$ cat src/rtl/trig_clk_div.sv
// Multi-channel, trigger-armed 50% duty clock divider with optional burst length.
// Define TRIG_CLK_DIV_RETRIG_EN to let a trigger edge restart a channel that is already running.
module trig_clk_div #(
    parameter int unsigned NCH         = 4,
    parameter int unsigned CW          = 8,
    parameter int unsigned BW          = 8,
    parameter int unsigned SYNC_STAGES = 2
) (
    input  logic              Clk_24M,
    input  logic              Rst,
    input  logic [NCH-1:0]    trig,
    input  logic [NCH-1:0]    fall_sel,
    input  logic [NCH*CW-1:0] half_per,
    input  logic [NCH*BW-1:0] burst,
    input  logic [NCH-1:0]    disarm,
    output logic [NCH-1:0]    clk_out,
    output logic [NCH-1:0]    busy,
    output logic [NCH-1:0]    done
);
    typedef enum logic {
        IDLE = 1'b0,
        RUN  = 1'b1
    } state_e;

    state_e         state_q [NCH];
    state_e         state_d [NCH];
    logic [CW-1:0]  hp_q    [NCH];
    logic [CW-1:0]  hp_d    [NCH];
    logic [CW-1:0]  cnt_q   [NCH];
    logic [CW-1:0]  cnt_d   [NCH];
    logic [BW-1:0]  bc_q    [NCH];
    logic [BW-1:0]  bc_d    [NCH];
    logic [BW-1:0]  pcnt_q  [NCH];
    logic [BW-1:0]  pcnt_d  [NCH];
    logic [NCH-1:0] sync_q  [SYNC_STAGES];
    logic [NCH-1:0] prev_q;
    logic [NCH-1:0] clk_q, clk_d;
    logic [NCH-1:0] busy_q, busy_d;
    logic [NCH-1:0] done_q, done_d;
    logic [NCH-1:0] sync_last_c, edge_c, retrig_c, load_c;

    assign sync_last_c = sync_q[SYNC_STAGES-1];
    assign edge_c = (fall_sel & ~sync_last_c & prev_q) | (~fall_sel & sync_last_c & ~prev_q);

`ifdef TRIG_CLK_DIV_RETRIG_EN
    assign retrig_c = edge_c;
`else
    assign retrig_c = '0;
`endif

    // State and trigger pipeline registers
    always_ff @(posedge Clk_24M) begin
        if (Rst) begin
            for (int s = 0; s < SYNC_STAGES; s++) begin
                sync_q[s] <= '0;
            end
            prev_q <= '0;
            clk_q  <= '0;
            busy_q <= '0;
            done_q <= '0;
            for (int i = 0; i < NCH; i++) begin
                state_q[i] <= IDLE;
                hp_q[i]    <= '0;
                cnt_q[i]   <= '0;
                bc_q[i]    <= '0;
                pcnt_q[i]  <= '0;
            end
        end else begin
            sync_q[0] <= trig;
            for (int s = 1; s < SYNC_STAGES; s++) begin
                sync_q[s] <= sync_q[s-1];
            end
            prev_q <= sync_last_c;
            clk_q  <= clk_d;
            busy_q <= busy_d;
            done_q <= done_d;
            for (int i = 0; i < NCH; i++) begin
                state_q[i] <= state_d[i];
                hp_q[i]    <= hp_d[i];
                cnt_q[i]   <= cnt_d[i];
                bc_q[i]    <= bc_d[i];
                pcnt_q[i]  <= pcnt_d[i];
            end
        end
    end

    // Per-channel next state; disarm outranks arming and retriggering
    always_comb begin
        for (int i = 0; i < NCH; i++) begin
            state_d[i] = state_q[i];
            hp_d[i]    = hp_q[i];
            cnt_d[i]   = cnt_q[i];
            bc_d[i]    = bc_q[i];
            pcnt_d[i]  = pcnt_q[i];
            clk_d[i]   = clk_q[i];
            done_d[i]  = 1'b0;
            load_c[i]  = 1'b0;

            if (disarm[i]) begin
                state_d[i] = IDLE;
                clk_d[i]   = 1'b0;
                cnt_d[i]   = '0;
            end else begin
                unique case (state_q[i])
                    IDLE: load_c[i] = edge_c[i];
                    RUN: begin
                        if (retrig_c[i]) begin
                            load_c[i] = 1'b1;
                        end else if (cnt_q[i] == hp_q[i] - CW'(1)) begin
                            cnt_d[i] = '0;
                            clk_d[i] = ~clk_q[i];
                            if (clk_q[i]) begin
                                pcnt_d[i] = pcnt_q[i] + BW'(1);
                                if ((bc_q[i] != '0) && (pcnt_q[i] + BW'(1) == bc_q[i])) begin
                                    done_d[i]  = 1'b1;
                                    state_d[i] = IDLE;
                                end
                            end
                        end else begin
                            cnt_d[i] = cnt_q[i] + CW'(1);
                        end
                    end
                endcase
            end

            // half_per of zero runs as one, i.e. Clk_24M/2
            if (load_c[i]) begin
                state_d[i] = RUN;
                hp_d[i]    = (half_per[i*CW +: CW] == '0) ? CW'(1) : half_per[i*CW +: CW];
                bc_d[i]    = burst[i*BW +: BW];
                cnt_d[i]   = '0;
                pcnt_d[i]  = '0;
                clk_d[i]   = 1'b0;
            end

            busy_d[i] = (state_d[i] == RUN);
        end
    end

    assign clk_out = clk_q;
    assign busy    = busy_q;
    assign done    = done_q;

endmodule

$ cat config.mk
export PLATFORM = sky130hd
export DESIGN_NAME = trig_clk_div
export DESIGN_NICKNAME = d
export VERILOG_FILES = /design/src/rtl/trig_clk_div.sv
export SDC_FILE = /design/constraint.sdc
export NUM_CORES = 1
export LEC_CHECK = 0
export CORE_MARGIN = 2
export CORE_UTILIZATION = 45
export CTS_CLUSTER_DIAMETER = 40
export CTS_CLUSTER_SIZE = 20
export DETAILED_ROUTE_END_ITERATION = 16
export GPL_TIMING_DRIVEN = 0
export PLACE_DENSITY = 0.74
export SLEW_MARGIN = 20
export SYNTH_ARGS = -nofsm -noshare
export SYNTH_HDL_FRONTEND = slang
export SYNTH_SLANG_ARGS = --single-unit
$ cat constraint.sdc
create_clock -name Clk_24M -period 2.3 [get_ports Clk_24M]
set_input_delay 0.46 -clock Clk_24M [delete_from_list [all_inputs] [get_ports Clk_24M]]
set_output_delay 0.46 -clock Clk_24M [all_outputs]
set_load 0.05 [all_outputs]
# Yosys cells after proc, flatten, opt, wreduce, memory -nomap -nowiden
# Memories as Yosys holds them, arrays and structs flattened.
# Cells that the tools add are included.
[word_totals] regBits=16 mem_bits_rw=140 input_bits=78 word_cells=211 n_memories=6
[mem_list] name="bc_q" depth=4 width=8 read_ports=4 rd_clocked_by_memory_dff=0 write_ports=4 line="31" text="logic [BW-1:0] bc_q [NCH];"
[mem_list] name="cnt_q" depth=4 width=8 read_ports=4 rd_clocked_by_memory_dff=0 write_ports=4 line="29" text="logic [CW-1:0] cnt_q [NCH];"
[mem_list] name="hp_q" depth=4 width=8 read_ports=4 rd_clocked_by_memory_dff=0 write_ports=4 line="27" text="logic [CW-1:0] hp_q [NCH];"
[mem_list] name="pcnt_q" depth=4 width=8 read_ports=4 rd_clocked_by_memory_dff=0 write_ports=4 line="33" text="logic [BW-1:0] pcnt_q [NCH];"
[mem_list] name="sync_q" depth=2 width=4 read_ports=2 rd_clocked_by_memory_dff=0 write_ports=2 line="35" text="logic [NCH-1:0] sync_q [SYNC_STAGES];"
[mem_list] name="state_q" depth=4 width=1 read_ports=4 rd_clocked_by_memory_dff=0 write_ports=4 line="25" text="state_e state_q [NCH];"
[op_classes] addsub=12 eq_ne=8 mux=109 bitwise=42 reduce_logical=24
[op_table] operator="2-to-1 mux 8 bit" count=64
[op_table] operator="adder 8 x 1 -> 8 bit (second input constant)" count=8
[op_table] operator="== test 8 bit" count=8
[op_table] operator="2-to-1 mux 1 bit" count=39
[op_table] operator="logical NOT 8 bit" count=4
[op_table] operator="nonzero test 8 bit" count=4
[op_table] operator="subtractor 8 x 1 -> 8 bit (second input constant)" count=4
[op_table] operator="OR 1 bit" count=22
[op_table] operator="OR reduction 5 bit" count=4
[op_table] operator="AND 4 bit" count=4
[op_table] operator="inverter 1 bit" count=12
[op_table] operator="inverter 4 bit" count=3
[op_table] operator="OR reduction 3 bit" count=4
[op_table] operator="2-to-1 mux 4 bit" count=2
[op_table] operator="one-hot mux 1 bit (2 select lines)" count=4
[op_table] operator="AND reduction 2 bit" count=4
[op_table] operator="logical AND 1 bit" count=4
[op_table] operator="OR 4 bit" count=1

# Logic depth before layout (Yosys ltp)
# Gate-level depths: netlist of run 1.
# An unclocked memory read counts as a cell.
[logic_depth] ltp_word=11 mapped_depth=9 depth_no_buf=8

# Worst setup path before layout of run 1
# OpenSTA, ideal clock, no wires.
[synth_timing] kind="register -> register" from="memory hp_q[2][0]" to="memory pcnt_q[2][5]" arrival_ns=2.446 t_required_ns=2.230 slack_ns=-0.216 path_stages_with_launch=10 path_cell_list="dfxtp_1 > inv_1 > ha_1 > or3b_1 > nor4_1 > o221ai_1 > a2111o_1 > buf_6 > or3_1 > a21oi_1"
[synth_rtl] item="start: declaration" line="27"
[synth_rtl] item="end: declaration" line="33"

==> results by group, run 1 <==
Outcome
  • Status: finished, violations left
  • Violated checks: setup timing

STA
  • Rel. slew slack: 0.547
  • Max Clk Rate: 416 MHz
  • Finish-stage setup viols: 5
  • Slew @ Worst Pin: 0.679 ns
  • Worst Hold Margin: 0.434 ns
  • Clk_skew: 0.0104 ns
  • RSZ-0062 raised after global routing: true
  • Tmin final: 2.40 ns
  • Final Max Slew Viols: 0
  • Worst Slack Setup Final: -0.102 ns
  • Final hold vios: 0
  • Crit share post-route: 1.04

Global routing
  • Vias in the first global route: 6,370
  • Initial antenna violation count: 0
  • Total grt overflow: 0
  • First-pass GRT wire length: 30,300 µm
  • Pin count of the biggest net entering global routing: 17
  • GR Util All Layers: 0.204

Power and ir drop
  • Internal power: 4.78 mW
  • Leakage: 3.52 nW
  • VDD IR max: 0.529 mV
  • Flop pwr share: 0.439
  • Clock power frac: 0.484
  • Sw frac: 0.222
  • Switch Pwr: 1.36 mW
  • Pwr Density: 602 mW/mm²
  • Combinational Power Share: 0.077

Setup path
  • Delay-heaviest family, CP: simple AND/OR/NAND/NOR gates
  • FF-to-FF setup slack: -0.10 ns
  • Crit path buffers/inverters: 2
  • Worst Setup End Kind: flop
  • Worst stage delay on the critical path: 0.42 ns
  • Worst Path Max Fanout: 6
  • Req. time, crit path: 2.65 ns
  • Worst Path Arrival: 2.75 ns
  • Crit-path cells: inv_4 > ha_4 > or3b_4 > nor3b_4 > o221ai_2 > a2111o_1 > buf_6 > or3_4 > a21oi_2
  • Crit start category: flop
  • Crit Path Class: reg -> reg
  • Slowest-stage cell, CP: or3b_4

Detailed routing
  • ANT nets after route: 0
  • Top sig layer: met4
  • WL met3: 715 µm
  • Remaining DRCs: 0
  • Total vias in the final route: 6,765
  • Met1 WL: 8640 µm
  • Via-to-Cell Ratio: 5.57
  • Metal2 WL: 9220 µm
  • DR pass1 iterations: 5
  • Average wire per standard cell: 15.4 µm
  • Final wirelength: 18,700 µm
  • Initial DRC count: 313

Clock tree
  • Clock root cell: clkbuf_16
  • Clock-pin slew on the worst setup and hold paths: 0.06 ns
  • Longest Clk Path Bufs: 2
  • TritonCTS clock tree: built
  • Clock sinks: 152
  • Clock Latency Late Sink: 0.42 ns
  • Cts bufs inserted: 17
  • H-tree depth: 4

Synth
  • Post-Syn Area: 0.00767 mm²
  • Ys Warns: 0
  • Number of synthesized flops with an enable pin: 0
  • Most used flip-flop cell after synthesis: dfxtp_1
  • Syn_nets: 946
  • FFs w/ async S/R, synth: 0
  • Post-synthesis sequential area ratio: 0.396
  • Netlist cell types: 67
  • Mean Syn Cell Area: 8.97 µm²
  • Gate Count Post-Synth: 856
  • Register bit total from synthesis: 152

Layout
  • Post-layout util: 0.612
  • P&R area growth vs syn: 32.8%
  • FILL cells: 1,371
  • Nets: 1,071
  • Area of the multi-input gates: 0.00488 mm²
  • Register Area: 0.00307 mm²
  • Share of layout cells above drive strength 1: 0.174
  • Final Instance Area: 0.0102 mm²
  • Diodes inserted: 0

Floorplan
  • Core Area: 0.0166 mm²
  • Die footprint: 0.0181 mm²
  • Horiz. Die Dim: 135 µm
  • Starting density of the core: 0.461
  • Rows: 47
  • Height of the die: 135 µm
  • I/O pin cnt: 90

Placement
  • RePlAce Congestion: 0.853
  • PortBufs: 88
  • Dpl cell area: 0.00887 mm²
  • Final HPWL DP: 12,700 µm

Run
  • Number of max-cap violations: 0

Hold path
  • Hold Crit Class: reg -> reg
[power groups by stage]
| stage | clock (mW) | sequential, mW | combinational (mW) |
|---|---|---|---|
| floorplan | 0 | 2.74 | 0.216 |
| global placement | 0 | 2.75 | 0.415 |
| detailed placement | 0 | 2.75 | 0.419 |
| CTS | 3.01 | 2.69 | 0.456 |
| global route | 3.13 | 2.69 | 0.519 |
| finish | 2.97 | 2.69 | 0.475 |
[cell families after synthesis]
family	share of synthesized area
XOR/XNOR	0.114
adder cells (fa/ha/maj)	0.0196
flip-flops	0.396
multiplexers	0.00652
buffers and inverters	0.0321
AO/OA/AOI/OAI	0.201
AND/OR/NAND/NOR	0.230
[sequential cells by signal (all words and copies together) (netlist names)]
signal	count
busy	4
prev_q	4
pcnt_q	32
cnt_q	32
done	4
clk_out	4
sync_q	8
hp_q	32
bc_q	32
[Yosys cell counts (7+ instances only)]
master	number	area [µm²]
o21a_1	7	52.6
nor2_1	63	236
nor3b_1	12	90.1
o31ai_1	14	105
inv_1	20	75.1
nand2b_1	15	93.8
ha_1	12	150
a22o_1	53	464
nand3b_1	10	75.1
a21oi_1	36	180
nor2b_1	23	144
or3_1	11	68.8
nand4_1	17	106
o21ai_0	32	160
or4_1	16	120
nand2_1	48	180
and3_1	13	81.3
xor2_1	41	359
and4_1	9	78.8
nor3_1	20	100
o211ai_1	7	52.6
nand3_1	20	100
clkbuf_1	32	120
xnor2_1	59	517
dfxtp_1	152	3040
nor4_1	17	106
[layout by cell type, fill, tap and decap left out, types with 6 or more instances in the layout]
cell type,synthesis,routed
a21oi_1,36,31
nand3_1,20,20
nor2_1,63,59
nor3_1,20,15
xnor2_1,59,57
clkbuf_1,32,16
ha_1,12,6
nand3b_1,10,10
nand2b_1,15,15
inv_1,20,15
clkdlybuf4s50_1,0,88
clkbuf_2,1,10
a22o_1,53,53
buf_4,4,23
nor2b_1,23,23
o211ai_1,7,7
and4_1,9,9
nand4_1,17,17
and3_1,13,13
or4_1,16,15
or3_1,11,7
dfxtp_2,0,9
o31ai_1,14,10
o21ai_0,32,26
clkbuf_16,0,18
nor4_1,17,10
o21a_1,7,7
nand2_1,48,47
nor3b_1,12,8
xor2_1,41,40
dfxtp_1,152,139
[final cells by class]
cell class | instances | share of cell area
well taps | 220 | 0.0270
multi-input cells | 645 | 0.479
inverters | 20 | 0.00786
plain buffers | 37 | 0.0199
clock buffers | 20 | 0.0448
clock inverters | 12 | 0.0171
repair buffers | 108 | 0.103
flip-flops and latches | 152 | 0.301
[worst paths after layout]
path | endpoint | start | cells after the start
setup / recovery | pcnt_q[2][4] | hp_q[2][1] | 9
hold / removal | sync_q[0][5] | sync_q[0][1] | 1
setup reg to reg | pcnt_q[2][4] | hp_q[2][1] | 9
hold reg to reg | sync_q[0][5] | sync_q[0][1] | 1
[stage by stage]
step | std cells | setup slack (ns) | power (mW) | TNS [ns]
global placement | 1164 | -0.956 | 3.17 | -50.55
global route | 1214 | -0.200 | 6.34 | -1.59
detailed placement | 1164 | -1.02 | 3.17 | -53.56
finish | 1214 | -0.102 | 6.13 | -0.402
CTS | 1207 | -0.0331 | 6.16 | -0.0878
floorplan | 856 | 0.00189 | 2.96 | 0
[per-layer routing]
metal	up-vias	GRT usage
met5	-	0
met4	0	0.0608
met3	10	0.0477
met2	130	0.333
met1	3202	0.270
li1	3423	-
[repair_timing]
action / CTS / global route
pin swaps: 15 / 16
buffers inserted: 12 / 6
hold buffers: 0 / 0
hold endpoints to repair: 0 / 0
setup endpoints to repair: 107 / 78
gates resized for setup: 62 / 85
cloned: 1 / 1
(Power assumes the default switching activity.)
==> inputs of run 2 (changes only) <==
ABC_AREA = 1   (was default)
PLACE_DENSITY = 0.71   (was 0.74)
clock period = 2.4 ns   (was 2.3 ns; I/O delays follow)
==> run 2 against run 1 <==
The flow now finishes without violations. Utilization is 5.4 points lower. Combinational power rose by 31%. Routed wire length up 4.3%. Setup slack better by 0.24 ns. Critical path depth decreased by 8. Register-to-register slack better by 0.35 ns. Global-route usage grew 0.12 points. Clock power is 14% lower. Synthesized cell count is 46% higher. Via count up 15%. Sequential power is 3% lower.
==> results by group, run 2 <==
STA
  • Worst Slack Setup Final: 0.139 ns (+0.240 ns)
  • Rel. slew slack: 0.577 (+0.0297)
  • Finish-stage setup viols: 0 (-5)
  • Final hold vios: 0 (unchanged)
  • Clk_skew: 0.00568 ns (-0.00468 ns)
  • RSZ-0062 raised after global routing: false
  • Max Clk Rate: 442 MHz
  • Slew @ Worst Pin: 0.632 ns (-0.0470 ns)
  • Crit share post-route: 0.942
  • Tmin final: 2.26 ns
  • Final Max Slew Viols: 0 (unchanged)

Synth
  • Register bit total from synthesis: 152 (unchanged)
  • Mux contribution to synthesized area: 0 (-0.00652)
  • Netlist cell types: 37 (-45%)
  • Number of synthesized flops with an enable pin: 0 (unchanged)
  • Gate Count Post-Synth: 1,247 (+46%)
  • FFs w/ async S/R, synth: 0 (unchanged)
  • Post-Syn Area: 0.00825 mm² (+7.5%)
  • Post-synthesis sequential area ratio: 0.369 (-0.0275)
  • Main area contributors after synthesis: dfxtp_1, nand2_1, inv_1
  • Largest family of logic cells by synthesized area: simple AND/OR/NAND/NOR gates
  • Top-area cell type share of the netlist area: 0.369 (-0.0275)
  • Most common cell in the netlist: nand2_1
  • Simple-gate share of the synthesized area: 0.329 (+0.0989)
  • Post-synthesis compound-gate area fraction: 0.103 (-0.0975)
  • Post-synthesis adder-cell area fraction: 0.0182 (-0.00136)
  • Ys Warns: 0 (unchanged)
  • Most used flip-flop cell after synthesis: dfxtp_1
  • Syn_nets: 1,337 (+41%)
  • Xor and xnor fraction of the mapped netlist area: 0.0722 (-0.0419)
  • Mean Syn Cell Area: 6.61 µm² (-26%)
  • Synth area leader: dfxtp_1
  • Commonest cells in the netlist: nand2_1, inv_1, nor2_1

Floorplan
  • Core Area: 0.0180 mm² (+7.9%)
  • Height of the die: 139 µm (+3.6%)
  • Starting density of the core: 0.459 (-0.00209)
  • Rows: 49 (+4.3%)
  • I/O pin cnt: 90 (unchanged)
  • Die footprint: 0.0194 mm² (+7.2%)
  • Horiz. Die Dim: 139 µm (+3.6%)

Global routing
  • Initial antenna violation count: 0 (unchanged)
  • First-pass GRT wire length: 32,800 µm (+8.3%)
  • Vias in the first global route: 7,070 (+11%)
  • GR Util All Layers: 0.206 (+0.00123)
  • Pin count of the biggest net entering global routing: 17 (unchanged)
  • Total grt overflow: 0 (unchanged)

Layout
  • Share of layout cells above drive strength 1: 0.0519 (-0.122)
  • Most frequent cells in the layout: nand2_1, inv_1, nor2_1, dfxtp_1, clkdlybuf4s50_1
  • Nets: 1,449 (+35%)
  • FILL cells: 1,751 (+28%)
  • Diodes inserted: 0 (unchanged)
  • Post-layout util: 0.558 (-0.0544)
  • Commonest non-fill, non-tap cell in the layout: nand2_1
  • Final Non-Filler Cells: 1,597 (+32%)
  • P&R area growth vs syn: 21.5%

Clock tree
  • Longest Clk Path Bufs: 2 (unchanged)
  • Clock sinks: 152 (unchanged)
  • Clock Latency Late Sink: 0.43 ns (about the same)
  • Cts hold-fix bufs: 0 (unchanged)
  • TritonCTS clock tree: built
  • H-tree depth: 4 (unchanged)
  • Cts bufs inserted: 17 (unchanged)
  • Clock root cell: clkbuf_16
  • Clock-pin slew on the worst setup and hold paths: 0.06 ns (about the same)

Setup path
  • Worst Path Arrival: 1.78 ns (-0.97 ns)
  • R2R depth: 13 (+4)
  • Worst stage delay on the critical path: 0.86 ns (+0.44 ns)
  • R2R Path Start: hp_q[0][0]
  • Crit Path Class: reg -> out
  • Crit. path cell count: 1 (-8)
  • Crit-path cells: clkdlybuf4s50_1
  • Worst Path Max Fanout: 7 (+1)
  • Crit start category: flop
  • Req. time, crit path: 1.92 ns (-0.73 ns)
  • Slowest-stage cell, CP: clkdlybuf4s50_1
  • Delay-heaviest family, CP: buffers and inverters
  • Worst flop-to-flop path endpoint: cnt_q[0][2]
  • Crit path buffers/inverters: 1 (-1)
  • FF-to-FF setup slack: 0.25 ns (+0.35 ns)
  • Worst Setup End Kind: output pin

Power and ir drop
  • Combinational Power Share: 0.108 (+0.031)
  • Pwr Density: 578 mW/mm² (-4.0%)
  • Clock power frac: 0.442 (-0.042)
  • Leakage: 4.43 nW (+26%)
  • Sw frac: 0.238 (+0.0161)
  • VDD IR max: 0.476 mV (-10%)
  • Switch Pwr: 1.38 mW (+1.2%)
  • Internal power: 4.41 mW (-7.6%)
  • Flop pwr share: 0.451 (+0.012)

Placement
  • Final HPWL DP: 14,800 µm (+17%)
  • Dpl ws: -0.598 ns (+0.423 ns)
  • RePlAce Congestion: 0.882 (+3.4%)
  • PortBufs: 89 (+1.1%)
  • # placed instances: 1,565 (+34%)

Detailed routing
  • Total vias in the final route: 7,774 (+15%)
  • Via-to-Cell Ratio: 4.87 (-13%)
  • Initial DRC count: 480 (+53%)
  • Final wirelength: 19,500 µm (+4.3%)
  • Average wire per standard cell: 12.2 µm (-21%)
  • Remaining DRCs: 0 (unchanged)
  • DR pass1 iterations: 7 (+2)
  • ANT nets after route: 0 (unchanged)

Hold path
  • Hold Crit Class: reg -> reg
  • Hold_sp: sync_q[0][1]
  • WHS Endpoint: sync_q[0][5]
  • Hold path depth: 2 (+1)

Outcome
  • Status: completed

Run
  • Number of max-cap violations: 0 (unchanged)
-- run 2: worst max path at each step --
stage / startpoint / endpoint / slack, ns
floorplan: hp_q[0][0] / pcnt_q[0][6] / 0.49
global placement: Rst / hp_q[3][6] / -0.61
detailed placement: Rst / hp_q[3][6] / -0.60
CTS: Rst / cnt_q[2][2] / 0.05
global route: hp_q[0][0] / pcnt_q[0][6] / 0.06
finish: clk_out[0] / clk_out[0] / 0.14
-- run 2: final cells by class --
type	count	area (µm²)	share of cell area
multi-input cells	867	4320	0.431
flip-flops and latches	152	3040	0.304
repair buffers	93	921	0.0919
inverters	198	743	0.0742
clock buffers	25	515	0.0514
well taps	229	287	0.0286
plain buffers	30	154	0.0154
clock inverters	3	40.0	0.00400
-- run 2: per-layer routing --
metal,global-route usage,up-vias,share of wire
li1,-,4155,-
met1,0.270,3452,0.49
met2,0.341,151,0.46
met3,0.0475,16,0.043
met4,0.0558,0,0.0090
met5,0,-,0
-- run 2: per-stage QoR --
stage	power (mW)	instance area (µm²)	hold slack, ns	TNS (ns)
floorplan	3.04	8250	0.388	0
detailed placement	3.28	9420	0.392	-28.68
global placement	3.28	9420	0.389	-29.04
finish	5.79	10000	0.400	0
global route	6.03	10000	0.412	0
CTS	5.83	9980	0.400	0
-- run 2: what timing repair did --
action	CTS	global route
gates resized for setup	2	6
setup buffers	0	4
setup endpoints to repair	12	31
pin swaps	0	1
endpoints found under the hold margin	0	0
-- run 2: power by group through the flow --
stage	clock (mW)	sequential [mW]	combinational, mW
final	2.56	2.61	0.624
after global routing	2.70	2.61	0.710
after CTS	2.60	2.61	0.625
after detailed placement	0	2.66	0.619
after global placement	0	2.66	0.613
after floorplan	0	2.65	0.382
-- run 2: kinds of logic (layout without fill, tap and decap cells) --
kind of cell | after synthesis | after routing
AO/OA/AOI/OAI | 167 | 167
XOR/XNOR | 68 | 68
adder cells (fa/ha/maj) | 12 | 12
buffers and inverters | 228 | 349
flip-flops | 152 | 152
AND/OR/NAND/NOR | 620 | 620
